===== src/rtl/uff_pkg.sv =====
// Shared mode encoding for the universal flip-flop bank.
package uff_pkg;

    localparam logic [1:0] MODE_D  = 2'b00;
    localparam logic [1:0] MODE_T  = 2'b01;
    localparam logic [1:0] MODE_JK = 2'b10;
    localparam logic [1:0] MODE_SR = 2'b11;

    typedef enum logic [1:0] {
        UFF_D  = MODE_D,
        UFF_T  = MODE_T,
        UFF_JK = MODE_JK,
        UFF_SR = MODE_SR
    } uff_mode_t;

endpackage


===== src/rtl/uff_bit_cell.sv =====
// One bit of the flip-flop bank: next-state logic plus the illegal-SR strobe.
// Purely combinational; the register itself lives in the top.
import uff_pkg::*;

module uff_bit_cell (
    input  uff_mode_t i_mode,
    input  logic      i_q,
    input  logic      i_a,
    input  logic      i_b,
    output logic      o_nxt,
    output logic      o_illegal
);

    // Select the next state for the active flip-flop personality.
    always_comb begin
        o_nxt     = i_q;
        o_illegal = 1'b0;
        case (i_mode)
            UFF_D:  o_nxt = i_a;
            UFF_T:  o_nxt = i_q ^ i_a;
            UFF_JK: begin
                case ({i_a, i_b})
                    2'b01:   o_nxt = 1'b0;
                    2'b10:   o_nxt = 1'b1;
                    2'b11:   o_nxt = ~i_q;
                    default: o_nxt = i_q;
                endcase
            end
            UFF_SR: begin
                case ({i_a, i_b})
                    2'b01:   o_nxt = 1'b0;
                    2'b10:   o_nxt = 1'b1;
                    // s=r=1 holds the bit and raises the strobe.
                    2'b11:   o_illegal = 1'b1;
                    default: o_nxt = i_q;
                endcase
            end
            default: o_nxt = i_q;
        endcase
    end

endmodule


===== src/rtl/universal_ff_bank.sv =====
// WIDTH-bit register bank whose bits act as D/T/JK/SR flip-flops, selected
// per cycle by mode. Priority rst > load > en > hold. Illegal SR (s=r=1)
// holds the bit and sets a sticky per-bit error flag.
// Optional: define UFF_ILLEGAL_CNT_EN to add a saturating err_cnt output that
// counts cycles containing at least one illegal SR bit.
import uff_pkg::*;

module universal_ff_bank #(
    parameter int             WIDTH     = 8,
    parameter logic [WIDTH-1:0] RESET_VAL = {WIDTH{1'b0}},
    parameter int             CNT_W     = 8
) (
    input  logic             clk,
    input  logic             rst,
    input  logic [1:0]       mode,
    input  logic             en,
    input  logic             load,
    input  logic [WIDTH-1:0] din,
    input  logic [WIDTH-1:0] a,
    input  logic [WIDTH-1:0] b,
    input  logic             clr_err,
    output logic [WIDTH-1:0] q,
    output logic [WIDTH-1:0] qbar,
    output logic [WIDTH-1:0] err_flags,
    output logic             err_any
`ifdef UFF_ILLEGAL_CNT_EN
    ,
    output logic [CNT_W-1:0] err_cnt
`endif
);

    logic [WIDTH-1:0] r_q;
    logic [WIDTH-1:0] r_err;
    logic             r_err_any;
    logic [WIDTH-1:0] w_nxt;
    logic [WIDTH-1:0] w_ill_raw;
    logic [WIDTH-1:0] w_ill;
    logic [WIDTH-1:0] w_err_next;
    logic             w_upd;
    uff_mode_t        w_mode;

    // A zero-width counter is meaningless even when the counter is built out.
    if (CNT_W < 1) begin : g_bad_cnt_w
    end

    assign w_mode = uff_mode_t'(mode);
    assign w_upd  = en & ~load;

    for (genvar gi = 0; gi < WIDTH; gi++) begin : g_cell
        uff_bit_cell u_cell (
            .i_mode    (w_mode),
            .i_q       (r_q[gi]),
            .i_a       (a[gi]),
            .i_b       (b[gi]),
            .o_nxt     (w_nxt[gi]),
            .o_illegal (w_ill_raw[gi])
        );
    end

    // Errors only count when the mode logic actually drives the update.
    assign w_ill      = w_ill_raw & {WIDTH{w_upd}};
    assign w_err_next = (clr_err ? {WIDTH{1'b0}} : r_err) | w_ill;

    // State register: load beats enable; otherwise hold.
    always_ff @(posedge clk or posedge rst) begin
        if (rst)
            r_q <= RESET_VAL;
        else if (load)
            r_q <= din;
        else if (en)
            r_q <= w_nxt;
    end

    // Sticky error flags; a new event on the clearing edge survives the clear.
    always_ff @(posedge clk or posedge rst) begin
        if (rst) begin
            r_err     <= '0;
            r_err_any <= 1'b0;
        end else begin
            r_err     <= w_err_next;
            r_err_any <= |w_err_next;
        end
    end

`ifdef UFF_ILLEGAL_CNT_EN
    logic [CNT_W-1:0] r_cnt;
    logic             w_ill_any;

    assign w_ill_any = |w_ill;

    // One count per cycle with any illegal bit, saturating at all-ones.
    always_ff @(posedge clk or posedge rst) begin
        if (rst)
            r_cnt <= '0;
        else if (clr_err)
            r_cnt <= CNT_W'(w_ill_any);
        else if (w_ill_any && (r_cnt != {CNT_W{1'b1}}))
            r_cnt <= r_cnt + 1'b1;
    end

    assign err_cnt = r_cnt;
`endif

    assign q         = r_q;
    assign qbar      = ~r_q;
    assign err_flags = r_err;
    assign err_any   = r_err_any;

endmodule


===== config.mk =====
export PLATFORM = sky130hd
export DESIGN_NAME = universal_ff_bank
export DESIGN_NICKNAME = d
export VERILOG_FILES = /design/src/rtl/uff_pkg.sv /design/src/rtl/uff_bit_cell.sv /design/src/rtl/universal_ff_bank.sv
export SDC_FILE = /design/constraint.sdc
export NUM_CORES = 1
export LEC_CHECK = 0
export ABC_AREA = 1
export BUFFER_PORTS_ARGS = -buffer_cell sky130_fd_sc_hd__buf_2
export CORE_UTILIZATION = 51
export DETAILED_ROUTE_END_ITERATION = 12
export PLACE_DENSITY = 0.8
export SETUP_SLACK_MARGIN = 0.4
export SLEW_MARGIN = 15
export SYNTH_ARGS = -nofsm -noshare
export SYNTH_HDL_FRONTEND = slang
export SYNTH_HIERARCHICAL = 1
export SYNTH_SLANG_ARGS = --single-unit

===== constraint.sdc =====
create_clock -name clk -period 1.32 [get_ports clk]
set_clock_uncertainty 0.2 [all_clocks]
set_input_delay 0.066 -clock clk [delete_from_list [all_inputs] [get_ports clk]]
set_output_delay 0.066 -clock clk [all_outputs]
set_load 0.05 [all_outputs]

Word level (Yosys, flattened, before mapping)
Cells that the tools add are included.
- output and inout port bits: 25
- flip-flop bits (word level): 17
- input port bits: 31
- logic and storage cells: 128
- equality and inequality tests: 43
- mux-type cells: 43
- reductions and logical operators: 11
- bitwise gates (word level): 21
- operators by type and width (operator ; number):
    $ne 5x2->1 const B ; 8
    $eq 2x2->1 const B ; 18
    $pmux 1 s4 ; 8
    $ne 4x2->1 const B ; 7
    $mux 8 ; 3
    $pmux 1 s3 ; 8
    $reduce_and 3->1 ; 8
    $eq 2x1->1 const B ; 9
    $mux 1 ; 16
    $pmux 1 s2 ; 8
    $not 1->1 ; 9
    $and 8x8->8 ; 1
    $not 8->8 ; 1
    $or 8x8->8 ; 1
    $reduce_or 8->1 ; 1
    $xor 1x1->1 ; 8
    $ne 4x4->1 const B ; 1
    $logic_not 2->1 ; 1
    $reduce_bool 2->1 ; 1
    $and 1x1->1 ; 1

Logic depth before layout (Yosys ltp)
Gate-level depths: netlist (run 1).
- depth after elaboration: 6
- mapped depth: 9
- depth with buffers taken out: 9

Hierarchy
Netlist (run 1), hierarchy kept.
- modules (own cells, without submodules) (module ; area each (um^2) ; seq. area each (um^2) ; times used ; cells each):
    uff_bit_cell ; 113.9 ; 0.0 ; 8 ; 23
    universal_ff_bank ; 828.3 ; 425.4 ; 1 ; 100

Worst setup path before layout (run 1)
OpenSTA, ideal clock, no wires.
- path kind: reg-to-reg
- start point: register r_q[0], in the netlist q[0]
- end point: register r_q[0], in the netlist q[0]
- path buffers: 0
- cell stages (with the launch flop): 7
- period minus slack after synthesis: 1.384 ns
- arrival: 1.116 ns
- setup time: 0.069 ns
- slack: -0.064 ns
- required time: 1.051 ns
- cells stage by stage: dfrtp_1 inv_1 nand2_1 nand3_1 nand4_1 nand2_1 nand3_1
- word-level cells in the longest chain between the ends: 5
- elaborated cells on any way between the ends: 6
- classes of those cells: 4 x mux; 2 x bitwise
- RTL lines (element ; RTL line ; RTL):
    start, declared ; universal_ff_bank.sv:32 ; logic [WIDTH-1:0] r_q;
    start signal, assigned ; universal_ff_bank.sv:69 ; r_q <= din;
    start signal, assigned ; universal_ff_bank.sv:71 ; r_q <= w_nxt;
    $not 1->1 ; uff_bit_cell.sv:25 ; 2'b11: o_nxt = ~i_q;
    $pmux 1 s3 ; uff_bit_cell.sv:22 ; case ({i_a, i_b})
    $pmux 1 s4 (*) ; uff_bit_cell.sv:18 ; case (i_mode)
    named net w_nxt[0] ; universal_ff_bank.sv:35 ; logic [WIDTH-1:0] w_nxt;
    $mux 8 (*) ; universal_ff_bank.sv:70 ; else if (en)
    $mux 8 (*) ; universal_ff_bank.sv:68 ; else if (load)
Mark *: on every way through the listed nets, which the timed path passes. The rest lies on a longest branch. The select of a mux whose other input is x is not followed.
A chain may end at the register's enable or synchronous reset.

Worst setup path in the final report (run 1)
- start point: register r_q[7], in the netlist q[7]
- end point: register r_q[7], in the netlist q[7]
Same word-level chain as after synthesis.

==> impl_results.md, run 1 <==
* Status: finished with violations
* Failing checks: hold timing
* Mean post-synth cell area at a little over 6 µm²
* Met2 WL at about 2.3 mm
* Worst R2R Start: q[7]
* Crit path time final at approximately 1.3 ns
* Post-Layout Cell Count at just over 400
* Most common cell after layout, fill and taps aside: nand2_1
* Dpl hpwl at about 3.1 mm
* CP arrival at around 1.2 ns
* Max-slew violations at 0
* Core footprint at around 3200 µm²
* Root Driver: clkbuf_4
* Global Route Usage Sum at roughly 28%
* PwrDens at between 700 and 800 nW/µm²
* DP Cell Count at about 390
* GR Overflow Total at 0
* Startpoint types: flip-flop
* FP Rows at 20
* Die ar. at roughly 3600 µm²
* Routed met1 length at 1.90 mm
* Slew @ Worst Pin at 0.392 ns
* Routed vias/inst at 4.83
* Hold crit path type: primary input to flip-flop
* Final core occ at between 80% and 90%
* Worst-path maximum fanout at 4
* CTS tree: done
* Fmax at ~800 MHz
* Final wirelength at approximately 4.5 mm
* R2R Setup Slk at about 0.065 ns
* Mapped cell area at about 1700 µm²
* Worst flop-to-flop path endpoint: q[7]
* Drt first pass iters at 4
* PortBufs at 55
* P&R area growth vs syn at 45.7%
* Worst min-delay path startpoint: load
* Syn Inst Count at around 280
* DRC viols at 0
* Max-cap viol count at 0
* Post-route setup TNS at 0 ns
* Clock Pin Slew Worst Setup and Hold Paths at 0.12 ns
* Crit Path Category: flip-flop to flip-flop
* Layout cells sized above 1 at 37.8%
* Bufs on Longest Clock Path at 2
* Crit path capture type: flip-flop
* Worst Path Required at between 1 and 1.5 ns
* Routed vias at 1960
* Leakage power at approximately 1.4 nW
* Largest net degree at the start of global routing at 25
* Final Hold Vio Count at 13
* Final ANT Viol Nets at 0
* Final Net Count at 410
* Vias in the first global route at between 1500 and 2000
* Slew Limit Headroom at about 74%
* Post-synthesis sequential area ratio at between 20% and 30%
* Gp weighted congestion at ~0.82
* Top layer in use: met4
* Worst-skew pair later-pin latency at 0.29 ns
* Commonest cells after routing, fill and taps aside: 82 x nand2_1, 50 x inv_1, 30 x buf_2
* Synth warn at 6
* Worst r2r path cells at 6
* CTS buffer count at 3
* Max VDD drop at between 0.0005 and 0.0006 V
* Hold Path Cell Cnt at 3
* Fin crit share at 95.1%
* Number of inserted diodes at 0
* Top Ports at between 50 and 60
* Synthesized Nets at ~330
* Design Area, Final at about 2500 µm²
* Initial antenna violation count at 0
* First-pass GRT wire length at between 7 and 8 mm
* Final setup violation count at 0
* Cell variety after synth at 14
* Worst hold margin at -0.0779 ns
* Die W at a little over 60 µm
* RSZ-0062 raised after global routing: true
* Seq cells post-synth at 17
* Wire per inst at between 10 and 15 µm
* Routed wl met3 at roughly 240 µm
* Die height at ~60 µm
* H-Tree Depth at 1
* Hold-fix buffers, CTS at 9
* Placed Area at between 2000 and 2500 µm²
* Clock sinks at 17
* # fillers at ~220
* Initial Util at between 50 and 60%
* Iter 0 DRT Violations at slightly above 80
* Hold path endpoint: q[6]
[cell usage after synthesis]
| library cell | count | share of area, % |
|---|---|---|
| nand3b_1 | 8 | 3.5 |
| ha_1 | 16 | 12 |
| nor2_4 | 2 | 1.3 |
| nand4_2 | 1 | 0.72 |
| nand3_1 | 20 | 5.8 |
| dfrtp_1 | 17 | 24 |
| inv_2 | 6 | 1.3 |
| nand2_1 | 95 | 21 |
| nand4_1 | 17 | 6.1 |
| buf_6 | 2 | 1.3 |
| nor2_1 | 26 | 5.6 |
| nand2_2 | 4 | 1.4 |
| inv_1 | 66 | 14 |
| nand3_2 | 4 | 2.3 |
[worst max path at each step]
stage,startpoint,to,cells after the start
2_1_floorplan,q[0],q[0],6
3_3_place_gp,a[1],q[1],8
3_5_place_dp,mode[1],err_any,9
4_1_cts,q[5],qbar[5],2
5_1_grt,q[5],q[5],6
6_report,q[7],q[7],6
[kinds of logic (layout without fill, tap and decap cells)]
family,Yosys count,after routing,synth area share [%]
AND/OR/NAND/NOR,177,177,47.2
buffers and inverters,74,152,16.8
flip-flops,17,17,24.5
adder cells (fa/ha/maj),16,16,11.5
[final cells by class]
cell class              instances  area (µm²)  share of cell area, %
flip-flops and latches         17         445                   17.6
multi-input cells             193        1070                   42.4
clock inverters                 1        5.00                  0.198
well taps                      44        55.1                   2.17
inverters                      72         270                   10.7
repair buffers                 76         662                   26.1
clock buffers                   3        22.5                  0.889
[registers in the layout, indices dropped and copies added, names as in the netlist]
signal,cells
q,8
err_any,1
err_flags,8
[routing by layer]
metal  vias to the layer above  global-route usage [%]
li1                       1016                       -
met1                       875                    33.0
met2                        59                    49.5
met3                        10                    4.26
met4                         0                    11.6
met5                         -                       0
[worst max-delay path, cell delays in order, from the launching register on]
cell	delay (ns)
dfrtp_2	0.47
inv_2	0.08
nand2_2	0.05
nand4_1	0.08
nand4_1	0.11
nand2_1	0.09
nand3_1	0.08
[through the flow]
stage / power [mW] / worst slack (ns) / hold slack, ns
2_1_floorplan: 1.14 / 0.0872 / -0.209
4_1_cts: 1.83 / 0.0788 / -0.0845
5_1_grt: 1.98 / 0.0191 / -0.0724
3_5_place_dp: 1.37 / 0.0498 / -0.102
6_report: 1.85 / 0.0650 / -0.0779
3_3_place_gp: 1.36 / 0.0418 / -0.108
[report_power, final]
| group | switching (mW) | internal, mW |
|---|---|---|
| clock network | 0.179 | 0.112 |
| logic | 0.563 | 0.368 |
| registers | 0.0599 | 0.563 |
[timing repair]
item	4_1_cts	5_1_grt
buffers inserted	5	0
endpoints found under the hold margin	32	8
endpoints found under the setup margin	34	34
pin swaps	11	9
gates resized for setup	66	9
(Power assumes the default switching activity.)
==> run 2: changes to the inputs <==
HOLD_SLACK_MARGIN = 0.03   (was not set)
PLACE_DENSITY = not set   (was 0.8)
PLACE_DENSITY_LB_ADDON = 0.08   (was not set)
==> run 2 against run 1 <==
- the flow still finishes with violations (hold timing)
- via count is 0.10% lower
- non-clock buffer count is 3 higher
- clock power is 5% higher
- critical path depth is 4 lower
- final cell count is 0.74% higher
- core utilization is 0.079 points higher
- first-iteration DRC count is 23% higher
- hold slack worse by 0.0095 ns
- power is 0.31% higher
- cell area hardly changed
==> impl_results.md, run 2 (synthesis results as in run 1) <==
* Status: finished with violations
* Failing checks: hold timing
* PnR worst setup slack at 0.0577 ns (-0.00732 ns)
* First-pass GRT wire length at 7.36 mm (-5.0%)
* Drt first pass iters at 4 (unchanged)
* Number of inserted diodes at 0 (unchanged)
* Die ar. at 3650 µm² (unchanged)
* Vias in the first global route at 1786 (-6.9%)
* Bufs on Longest Clock Path at 2 (unchanged)
* Initial Util at 55.2% (unchanged)
* Clock Pin Slew Worst Setup and Hold Paths at 0.12 ns (about the same)
* FP Rows at 20 (unchanged)
* Worst hold margin at -0.0873 ns (-0.00948 ns)
* Final ANT Viol Nets at 0 (unchanged)
* Slew @ Worst Pin at 0.344 ns (-0.0485 ns)
* CTS tree: done
* Routed vias/inst at 4.79 (-0.83%)
* Initial antenna violation count at 0 (unchanged)
* RSZ-0062 raised after global routing: true
* H-Tree Depth at 1 (unchanged)
* Post-route setup TNS at 0 ns (unchanged)
* Crit Path Category: flip-flop to primary output
* Most common cell after layout, fill and taps aside: nand2_1
* GR Overflow Total at 0 (unchanged)
* Wire per inst at 10.9 µm (-1.8%)
* Worst-path maximum fanout at 6 (+2)
* Die height at 60.4 µm (unchanged)
* CP arrival at 1.00 ns (-0.24 ns)
* Final wirelength at 4.45 mm (-1.1%)
* R2R Setup Slk at 0.10 ns (+0.04 ns)
* Top Ports at 56 (unchanged)
* Global Route Usage Sum at 26.7% (-1.0 points)
* PwrDens at 730 nW/µm² (+0.21%)
* Hold-fix buffers, CTS at 9 (unchanged)
* Fin crit share at 95.6% (+0.55 points)
* Iter 0 DRT Violations at 100 (+23%)
* Clock sinks at 17 (unchanged)
* Fmax at 792 MHz (-0.58%)
* Final Net Count at 413 (+0.73%)
* Hold crit path type: primary input to flip-flop
* Worst r2r path cells at 6 (unchanged)
* Largest net degree at the start of global routing at 20 (-20%)
* DRC viols at 0 (unchanged)
* Hold path endpoint: q[2]
* Slew Limit Headroom at 77.1% (+3.2 points)
* Die W at 60.4 µm (unchanged)
* Worst R2R Start: q[5]
* P&R area growth vs syn at 45.8% (about the same)
* Worst-skew pair later-pin latency at 0.30 ns (about the same)
* Final Hold Vio Count at 15 (+2)
* Worst flop-to-flop path endpoint: q[5]
* PortBufs at 55 (unchanged)
* Max-slew violations at 0 (unchanged)
* Max VDD drop at 0.000489 V (-16%)
* CTS buffer count at 3 (unchanged)
* Worst min-delay path startpoint: load
* Place WS at 0.0267 ns (-0.0231 ns)
* Layout cells sized above 1 at 38.1% (+0.24 points)
* Gp weighted congestion at 0.889 (+8.7%)
* Dpl hpwl at 3.16 mm (+2.5%)
* Worst Path Required at 1.05 ns (-0.25 ns)
* Hold Path Cell Cnt at 3 (unchanged)
* Routed vias at 1958 (-0.10%)
* Max-cap viol count at 0 (unchanged)
* Commonest cells after routing, fill and taps aside: 81 x nand2_1, 50 x inv_1, 30 x buf_2
* Leakage power at 1.43 nW (+0.33%)
* Core footprint at 3150 µm² (unchanged)
* Startpoint types: flip-flop
* Root Driver: clkbuf_4
* Crit path time final at 1.26 ns (+0.00732 ns)
* Final setup violation count at 0 (unchanged)
* Crit path capture type: primary output
==> run 2: cell types whose count changed in the layout (fill, tap and decap cells not counted), sizes merged <==
| cell | change |
|---|---|
| buf | +3 |
==> run 2: through the flow <==
| stage | area [µm²] | power [mW] | cells | utilization [%] |
|---|---|---|---|---|
| after floorplan | 1780 | 1.14 | 284 | - |
| after global placement | 2170 | 1.36 | 392 | 69.0 |
| after detailed placement | 2170 | 1.37 | 392 | 69.0 |
| after CTS | 2530 | 1.84 | 409 | 80.1 |
| after global routing | 2540 | 1.97 | 409 | 80.4 |
| final | 2540 | 1.85 | 409 | 80.4 |
==> run 2: how the worst max path moves through the flow <==
stage | start | slack [ns] | cells after the start | endpoint
2_1_floorplan | q[0] | 0.09 | 6 | q[0]
3_3_place_gp | mode[0] | 0.02 | 9 | err_any
3_5_place_dp | mode[0] | 0.03 | 9 | err_any
4_1_cts | q[7] | 0.06 | 2 | qbar[7]
5_1_grt | q[7] | 0.01 | 2 | qbar[7]
6_report | q[7] | 0.06 | 2 | qbar[7]
==> run 2: area by class of cell <==
cell class,instances,area [µm²]
multi-input combinational,193,1070
timing repair buffer,79,672
fill,248,617
sequential,17,445
inverter,72,270
tap,44,55.1
clock buffer,3,22.5
clock inverter,1,5.00
==> run 2: repair_timing <==
item | 4_1_cts | 5_1_grt
resized for setup | 72 | 2
setup buffers | 4 | 0
hold endpoints to repair | 33 | 14
pin swaps | 10 | 6
gates cloned | 0 | 0
setup endpoints to repair | 34 | 34
==> run 2: power by group <==
group / total, mW / switching, mW / internal, mW / leakage (nW)
registers: 0.624 / 0.0610 / 0.563 / 0.199
clock network: 0.306 / 0.193 / 0.113 / 0.0177
logic: 0.921 / 0.555 / 0.366 / 1.22
==> run 2: critical path, cell delays in order (launching register included) <==
cell	delay (ns)
dfrtp_2	0.48
inv_2	0.08
buf_8	0.14
==> run 2: metal layers <==
layer	vias up	track usage [%]	part of all wire, %
met4	0	9.97	1.5
li1	1020	-	-
met2	49	47.3	50
met5	-	0	0
met3	8	3.62	3.2
met1	881	32.9	45
==> run 3: changes to the inputs <==
--- a/config.mk
+++ b/config.mk
@@ -9,5 +9,7 @@
 export BUFFER_PORTS_ARGS = -buffer_cell sky130_fd_sc_hd__buf_2
 export CORE_UTILIZATION = 51
+export CTS_CLUSTER_SIZE = 16
 export DETAILED_ROUTE_END_ITERATION = 12
+export GPL_TIMING_DRIVEN = 0
 export HOLD_SLACK_MARGIN = 0.03
 export PLACE_DENSITY_LB_ADDON = 0.08
==> constraint.sdc (replaced) <==
create_clock -name clk -period 1.32 [get_ports clk]
set_clock_uncertainty 0.2 [all_clocks]
set_input_delay 0.198 -clock clk [delete_from_list [all_inputs] [get_ports clk]]
set_output_delay 0.198 -clock clk [all_outputs]
set_load 0.05 [all_outputs]
==> run 3 against run 2 <==
- the flow finishes with violations (hold timing, setup timing)
- sequential cell count stayed put
- cell area is 3.1% higher
- via count is 2.9% higher
- first-iteration DRC count is 13% higher
- final cell count is 0.98% lower
- die area stayed put
- sequential share of layout area is 0.47 points lower
- clock-buffer cell count stayed put
- sequential power is 1% lower
- global-route usage is 0.59 points lower
- combinational power is 9.7% higher
- highest routed layer unchanged
==> impl_results.md, run 3 (synthesis results as in run 1) <==
* Clock Pin Slew Worst Setup and Hold Paths at 0.11 ns (about the same)
* Routed vias at 2014 (+2.9%)
* H-Tree Depth at 1 (unchanged)
* Drt first pass iters at 5 (+1)
* Slew @ Worst Pin at 0.655 ns (+0.311 ns)
* Dpl hpwl at 2.90 mm (-8.2%)
* Crit path time final at 1.37 ns (+0.110 ns)
* Die W at 60.4 µm (unchanged)
* Wire per inst at 12.1 µm (+11%)
* Final setup violation count at 12 (+12)
* Met2 WL at 2.68 mm (+21%)
* Max-slew violations at 0 (unchanged)
* Worst-path maximum fanout at 5 (-1)
* Root Driver: clkbuf_4
* P&R area growth vs syn at 50.3%
* Commonest cells after routing, fill and taps aside: 79 x nand2_1, 50 x inv_1, 27 x buf_2
* Leakage power at 1.47 nW (+2.9%)
* Crit path capture type: flip-flop
* Routed vias/inst at 4.97 (+3.9%)
* Post-route setup TNS at -0.427 ns (-0.427 ns)
* CTS buffer count at 3 (unchanged)
* Largest net degree at the start of global routing at 33 (+65%)
* Gp weighted congestion at 0.814 (-8.5%)
* Worst hold margin at -0.221 ns (-0.133 ns)
* First-pass GRT wire length at 7.28 mm (-1.0%)
* Number of inserted diodes at 0 (unchanged)
* Design Area, Final at 2610 µm² (+3.1%)
* GR Overflow Total at 0 (unchanged)
* DRC viols at 0 (unchanged)
* RSZ-0062 raised after global routing: true
* Most common cell after layout, fill and taps aside: nand2_1
* Layout cells sized above 1 at 41.3% (+3.2 points)
* Hold crit path type: primary input to asynchronous set/reset pin
* Initial Util at 55.2% (unchanged)
* PnR worst setup slack at -0.0523 ns (-0.110 ns)
* Bufs on Longest Clock Path at 2 (unchanged)
* Crit Path Category: flip-flop to flip-flop
* Final Net Count at 409 (-0.97%)
* CTS tree: done
* Status: finished with violations
* Clock sinks at 17 (unchanged)
* Global Route Usage Sum at 26.1% (-0.59 points)
* Fin crit share at 104% (+8.3 points)
* Placed Area at 2090 µm² (-3.9%)
* FP Rows at 20 (unchanged)
* Worst r2r path cells at 7 (+1)
* Iter 0 DRT Violations at 113 (+13%)
* PortBufs at 54 (-1.8%)
* Die height at 60.4 µm (unchanged)
* Max VDD drop at 0.000404 V (-17%)
* Final wirelength at 4.89 mm (+9.7%)
* Top Ports at 56 (unchanged)
* Place WS at -0.253 ns (-0.280 ns)
* CP arrival at 1.36 ns (+0.36 ns)
* Startpoint types: flip-flop
* Failing checks: hold timing, setup timing
* Final Hold Vio Count at 26 (+11)
* Max-cap viol count at 0 (unchanged)
* Vias in the first global route at 1801 (+0.84%)
* PwrDens at 736 nW/µm² (+0.77%)
* Fmax at 729 MHz (-8.0%)
* Slew Limit Headroom at 56.3% (-21 points)
* Routed wl met3 at 226 µm (+59%)
* Core footprint at 3150 µm² (unchanged)
* Routed met1 length at 1.92 mm (-5.2%)
* Initial antenna violation count at 0 (unchanged)
* Die ar. at 3650 µm² (unchanged)
* Worst Path Required at 1.31 ns (+0.26 ns)
* Top layer in use: met4
* Final ANT Viol Nets at 0 (unchanged)
* Worst-skew pair later-pin latency at 0.29 ns (about the same)
## run 3: changes by cell type in the layout (fill, tap and decap cells not counted), sizes merged
cell         previous run  this run
dlygate4sd3             9         0
buf                    70        75
## run 3: metal layers
metal / up-vias / track usage (%)
met3: 8 / 1.92
met5: - / 0
met1: 926 / 30.7
met4: 0 / 4.98
met2: 63 / 51.5
li1: 1017 / -
## run 3: final timing paths
| check | from | endpoint | slack, ns |
|---|---|---|---|
| hold reg to reg | err_flags[0] | err_flags[0] | 0.34 |
| hold / removal | rst | q[2] | -0.22 |
| min in group clk | din[5] | q[5] | -0.08 |
| setup / recovery | q[4] | q[4] | -0.05 |
| max in group asynchronous | rst | err_flags[5] | 0.68 |
| setup reg to reg | q[4] | q[4] | -0.05 |
## run 3: per-stage QoR
step	hold slack (ns)	instances	utilization [%]	power, mW
after floorplan	-0.0759	284	-	1.12
after global placement	0.127	382	66.3	1.32
after detailed placement	0.121	382	66.3	1.33
after CTS	-0.207	402	80.4	1.86
after global routing	-0.170	405	82.9	2.03
final	-0.221	405	82.9	1.92
## run 3: power by group
| part | leakage, nW | internal, mW | switching [mW] |
|---|---|---|---|
| logic | 1.26 | 0.411 | 0.601 |
| clock network | 0.0177 | 0.113 | 0.180 |
| registers | 0.198 | 0.564 | 0.0540 |
## run 3: critical path, cell delays in order, from the launching register on
cell and delay (ns):
dfrtp_2 0.46, buf_4 0.15, inv_2 0.05, nand2_1 0.07, nand4_1 0.07, nand4_1 0.12, nand2_1 0.09, nand3_1 0.06
## run 3: layout make-up
class	count	area, µm²
timing repair buffer	73	683
clock inverter	1	5.00
sequential	17	447
clock buffer	3	22.5
tap	44	55.1
buffer	2	22.5
fill	218	539
inverter	72	285
multi-input combinational	193	1090
## run 3: timing repair
item / CTS / global route
buffers inserted: 16 / 3
endpoints found under the hold margin: 30 / 28
pin swaps: 21 / 15
cloned: 0 / 0
setup endpoints to repair: 42 / 38
resized for setup: 106 / 18
